$ cat config.mk
export PLATFORM = sky130hd
export DESIGN_NAME = ring_rr_arbiter
export DESIGN_NICKNAME = d
export VERILOG_FILES = /design/src/rtl/ring_rr_arbiter.sv
export SDC_FILE = /design/constraint.sdc
export NUM_CORES = 1
export LEC_CHECK = 0
export CAP_MARGIN = 10
export CORE_MARGIN = 5
export CORE_UTILIZATION = 40
export DETAILED_ROUTE_END_ITERATION = 8
export PLACE_DENSITY = 0.67
export SLEW_MARGIN = 30
export SYNTH_ARGS = -nofsm -noshare
export SYNTH_HDL_FRONTEND = slang
export SYNTH_SLANG_ARGS = --single-unit
$ cat constraint.sdc
create_clock -name clk -period 2.1 [get_ports clk]
set_input_delay 0.21 -clock clk [delete_from_list [all_inputs] [get_ports clk]]
set_output_delay 0.21 -clock clk [all_outputs]
set_load 0.005 [all_outputs]
$ cat src/rtl/ring_rr_arbiter.sv
// ring_rr_arbiter
//
// Round-robin arbiter sharing one downstream resource among N requesters.
// A one-hot rotating token marks the highest-priority index for the next
// arbitration. A grant is held until the granted requester strobes done or
// the hold limit expires. The token then moves to the index just past the
// served requester.
//
// Parameters:
//   N         number of requesters (>= 2)
//   MAX_HOLD  maximum number of cycles a grant may stay high (>= 1)
//
// Ports:
//   clk      input   rising-edge clock
//   reset    input   synchronous active-high reset
//   req      input   [N]  request vector, bit i = requester i
//   done     input   [N]  completion strobe, only the granted bit is honoured
//   grant    output  [N]  registered grant, one-hot or zero
//   token    output  [N]  registered one-hot ring pointer
//   busy     output  high while a grant is active
//   timeout  output  one-cycle pulse when the hold limit revokes a grant
module ring_rr_arbiter #(
    parameter int unsigned N        = 4,
    parameter int unsigned MAX_HOLD = 8
) (
    input  logic         clk,
    input  logic         reset,
    input  logic [N-1:0] req,
    input  logic [N-1:0] done,
    output logic [N-1:0] grant,
    output logic [N-1:0] token,
    output logic         busy,
    output logic         timeout
);

    localparam int unsigned CntW = $clog2(MAX_HOLD + 1);

    typedef enum logic [0:0] {
        StIdle,
        StGrant
    } state_e;

    state_e          state_q, state_d;
    logic [N-1:0]    grant_q, grant_d;
    logic [N-1:0]    token_q, token_d;
    logic            busy_q, busy_d;
    logic            timeout_q, timeout_d;
    logic [CntW-1:0] hold_cnt_q, hold_cnt_d;

    logic [N-1:0] upper_mask;
    logic [N-1:0] req_hi;
    logic [N-1:0] cand;
    logic [N-1:0] pick;
    logic [N-1:0] grant_rot;
    logic         done_hit;
    logic         at_limit;

    // Circular priority search without a loop: first look only at requests at
    // or above the token position; if none, wrap around to the whole vector.
    // The lowest set bit of the chosen vector is the winner.
    always_comb begin
        upper_mask = ~(token_q - N'(1));
        req_hi     = req & upper_mask;
        cand       = (|req_hi) ? req_hi : req;
        pick       = cand & (~cand + N'(1));
        grant_rot  = {grant_q[N-2:0], grant_q[N-1]};
        done_hit   = |(done & grant_q);
        at_limit   = (hold_cnt_q == CntW'(MAX_HOLD));
    end

    always_comb begin
        state_d    = state_q;
        grant_d    = grant_q;
        token_d    = token_q;
        busy_d     = busy_q;
        timeout_d  = 1'b0;
        hold_cnt_d = hold_cnt_q;

        case (state_q)
            StIdle: begin
                if (|req) begin
                    grant_d    = pick;
                    busy_d     = 1'b1;
                    hold_cnt_d = CntW'(1);
                    state_d    = StGrant;
                end
            end
            StGrant: begin
                if (done_hit || at_limit) begin
                    grant_d    = '0;
                    busy_d     = 1'b0;
                    token_d    = grant_rot;
                    // done wins over the limit when both land on the same edge
                    timeout_d  = ~done_hit;
                    hold_cnt_d = '0;
                    state_d    = StIdle;
                end else begin
                    hold_cnt_d = hold_cnt_q + CntW'(1);
                end
            end
            default: begin
                state_d = StIdle;
                grant_d = '0;
                busy_d  = 1'b0;
            end
        endcase
    end

    always_ff @(posedge clk) begin
        if (reset) begin
            state_q    <= StIdle;
            grant_q    <= '0;
            token_q    <= N'(1);
            busy_q     <= 1'b0;
            timeout_q  <= 1'b0;
            hold_cnt_q <= '0;
        end else begin
            state_q    <= state_d;
            grant_q    <= grant_d;
            token_q    <= token_d;
            busy_q     <= busy_d;
            timeout_q  <= timeout_d;
            hold_cnt_q <= hold_cnt_d;
        end
    end

    assign grant   = grant_q;
    assign token   = token_q;
    assign busy    = busy_q;
    assign timeout = timeout_q;

endmodule

==> flow_summary.json <==
{
  "power_leakage_nw": 0.384,
  "via_per_inst": 5.62,
  "num_antenna_cells": 0,
  "mappedNetlistArea_sq_um": 776,
  "achievable-frequency_mhz": 529,
  "final_cells": 145,
  "final_net_count": 132,
  "dp_hpwl_um": 1520,
  "placement.setup.worst_slack_ns": 0.167,
  "core_area_sq_mm": 0.00190,
  "synth.distinct_cells": 33,
  "cp.buffers_inverters": 1,
  "hold_class": "reg2reg",
  "drt-total-wl_um": 2050,
  "tritoncts": "yes",
  "synthesis.nets": 107,
  "die_area_sq_mm": 0.00292,
  "final_replace_weighted_congestion": 0.805,
  "pwr-share-seq_pct": 51.2,
  "setup_viol": 0,
  "critPathCaptureType": "register",
  "postCtsSetupRepairBufs": 0,
  "overflow_after_grt": 0,
  "timing.critical_path.cells": "inv_1 -> ha_1 -> a22oi_2 -> nand2_1 -> o31ai_4 -> nor2_2 -> a32o_1",
  "instance_count_of_the_mapped_netlist": 94,
  "synth_async_sr_flop_share_pct": 0,
  "yosysSeqAreaShare_pct": 38.7,
  "post_synth.cell_area_avg_sq_um": 8.25,
  "period_needed_ns": 1.89,
  "power-per-cell-area_mw_per_mm2": 590,
  "power.combinational.fraction_pct": 21.9,
  "clkTransAtPathRegs_ns": 0.09,
  "fin_tns_setup_ns": 0,
  "clkPwrFrac_pct": 26.9,
  "yosysWarningCount": 0,
  "floorplan.initialDensity_pct": 40.8,
  "outcome": "completed",
  "worst_pin_slew_ns": 0.569,
  "place.port_buffers": 19,
  "io_pins": 20,
  "die_h_um": 54.0,
  "maxSlewHeadroom_pct": 61.9,
  "pint_mw": 0.439,
  "clkSinkCount": 15,
  "switching_power_share_of_the_total_pct": 28.6,
  "cts_htree_levels": 1,
  "total_switching_power_mw": 0.176,
  "grt_antenna_before_repair": 0,
  "cap_violations": 0,
  "detail_route.drc_violations": 0,
  "cts-root-buf": "sky130_fd_sc_hd__clkbuf_4",
  "area.growth.synth_to_final_pct": 34.4,
  "drv_slew": 0,
  "hold_ws_ns": 0.498,
  "number_of_register_bits_inferred_by_synthesis": 15,
  "post_route_cells_drive_above_1_share_pct": 8.47,
  "drt.antenna.violating_nets": 0,
  "die-width_um": 54.0,
  "vias_in_the_first_global_route": 728,
  "setup_ws_ns": 0.209,
  "ir_drop_worst_vdd_mv": 0.284,
  "crit_type": "reg2reg",
  "cp.required_ns": 2.28,
  "crit_share_post_route_pct": 90.0,
  "grt_max_degree": 11,
  "drtPass1Iterations": 6,
  "first_pass_grt_wire_length_um": 3210,
  "drt_first_iter_violations": 19,
  "finClkSkew_ns": 0.000796,
  "rows": 16,
  "critical_path.top_delay_family": "compound AO/OA/AOI/OAI gates",
  "vias": 815,
  "critical-path-slowest-cell": "sky130_fd_sc_hd__dfxtp_1",
  "number_of_cells_in_the_design_after_placement": 141,
  "avgRoutedWirePerCell_um": 14.2,
  "max-clock-path-buffers": 2,
  "report.final.hold_viol_count": 0,
  "final_core_util_pct": 54.8,
  "synthFlopType": "sky130_fd_sc_hd__dfxtp_1",
  "clock_insertion_delay_worst_skew_ns": 0.28,
  "arrival_ns": 2.07,
  "cpPeakStageDelay_ns": 0.44,
  "setup_repair_after_global_routing_missed_its_margin": "no",
  "synth-edff-count": 0,
  "max_fo_critical_path": 6,
  "clock_buffer_count_from_cts": 3,
  "crit_path_start_kind": "register",
  "grt_util_all_layers_pct": 15.2
}
==> worst min-delay path, stage by stage, from the launching register on <==
cell	delay, ns
sky130_fd_sc_hd__dfxtp_1	0.34
sky130_fd_sc_hd__nand2_1	0.06
sky130_fd_sc_hd__a21oi_1	0.05
==> layout make-up <==
| class | count | area (sq um) |
|---|---|---|
| multi-input cells | 71 | 450 |
| fillers | 192 | 860 |
| clock buffers | 4 | 26.3 |
| repair buffers | 21 | 205 |
| well taps | 27 | 33.8 |
| inverters | 7 | 26.3 |
| flip-flops and latches | 15 | 300 |
==> synth_stat cells (2+ instances only) <==
library cell,instances,area (sq um)
sky130_fd_sc_hd__nand2_1,15,56.3
sky130_fd_sc_hd__a31oi_1,3,18.8
sky130_fd_sc_hd__a311oi_1,2,17.5
sky130_fd_sc_hd__a21oi_1,7,35.0
sky130_fd_sc_hd__or3_1,2,12.5
sky130_fd_sc_hd__nor3_1,3,15.0
sky130_fd_sc_hd__a32oi_1,2,17.5
sky130_fd_sc_hd__nor2_1,7,26.3
sky130_fd_sc_hd__nand3_1,2,10.0
sky130_fd_sc_hd__o21ai_0,2,10.0
sky130_fd_sc_hd__and2_1,3,18.8
sky130_fd_sc_hd__a22oi_1,4,30.0
sky130_fd_sc_hd__dfxtp_1,15,300
sky130_fd_sc_hd__inv_1,6,22.5
sky130_fd_sc_hd__ha_1,3,37.5
==> metrics by stage <==
stage	area, sq um	total power, mW
final	1040	0.615
after global placement	1010	0.449
after floorplan	776	0.392
after detailed placement	1010	0.452
after CTS	1040	0.614
after global routing	1040	0.656
==> final timing paths <==
check	startpoint	endpoint	slack, ns	depth (start not counted)
max	token[0]	grant[3]	0.21	7
min	grant[1]	token[2]	0.50	2
min reg2reg	grant[1]	token[2]	0.50	2
max reg2reg	token[0]	grant[3]	0.21	7
==> cells by family (layout without fill, tap and decap cells) <==
| group | Yosys count | count (layout) | synth area share [%] |
|---|---|---|---|
| AO/OA/AOI/OAI | 28 | 28 | 26.6 |
| XOR/XNOR | 1 | 1 | 1.13 |
| adder cells (fa/ha/maj) | 3 | 3 | 4.84 |
| buffers and inverters | 8 | 32 | 3.87 |
| flip-flops | 15 | 15 | 38.7 |
| AND/OR/NAND/NOR | 39 | 39 | 24.8 |
==> power groups by stage <==
stage	combinational (mW)	sequential [mW]	clock [mW]
after floorplan	0.0742	0.318	0
after global placement	0.128	0.321	0
after global routing	0.147	0.318	0.192
final	0.135	0.315	0.165
after detailed placement	0.131	0.321	0
after CTS	0.133	0.315	0.166
==> cells in the final DEF (no fill, tap or decap), types with 2 or more instances in the layout <==
cell and count:
sky130_fd_sc_hd__a21oi_1 7, sky130_fd_sc_hd__a22oi_1 3, sky130_fd_sc_hd__a311oi_1 2, sky130_fd_sc_hd__a31oi_1 3, sky130_fd_sc_hd__a32oi_1 2, sky130_fd_sc_hd__and2_1 3
sky130_fd_sc_hd__buf_4 2, sky130_fd_sc_hd__clkbuf_4 3, sky130_fd_sc_hd__clkdlybuf4s50_1 19, sky130_fd_sc_hd__dfxtp_1 15, sky130_fd_sc_hd__ha_1 3, sky130_fd_sc_hd__inv_1 6
sky130_fd_sc_hd__nand2_1 15, sky130_fd_sc_hd__nand3_1 2, sky130_fd_sc_hd__nor2_1 7, sky130_fd_sc_hd__nor3_1 3, sky130_fd_sc_hd__o21ai_0 2, sky130_fd_sc_hd__or3_1 2
==> sequential cells by signal, indices dropped and copies added, names as in the netlist <==
name        count
grant           4
token           4
timeout         1
hold_cnt_q      4
state_q         1
busy            1
==> repair_timing <==
action	in CTS	in global routing
hold buffers	0	0
setup endpoints to repair	0	1
resized for setup	0	1
==> routing by layer <==
metal / part of all wire [%] / global-route usage (%) / vias to the layer above
li1: - / - / 397
met1: 47 / 19.1 / 388
met2: 47 / 25.0 / 26
met3: 4.2 / 3.60 / 4
met4: 1.4 / 5.81 / 0
met5: 0 / 0 / -
(Power assumes the default switching activity.)
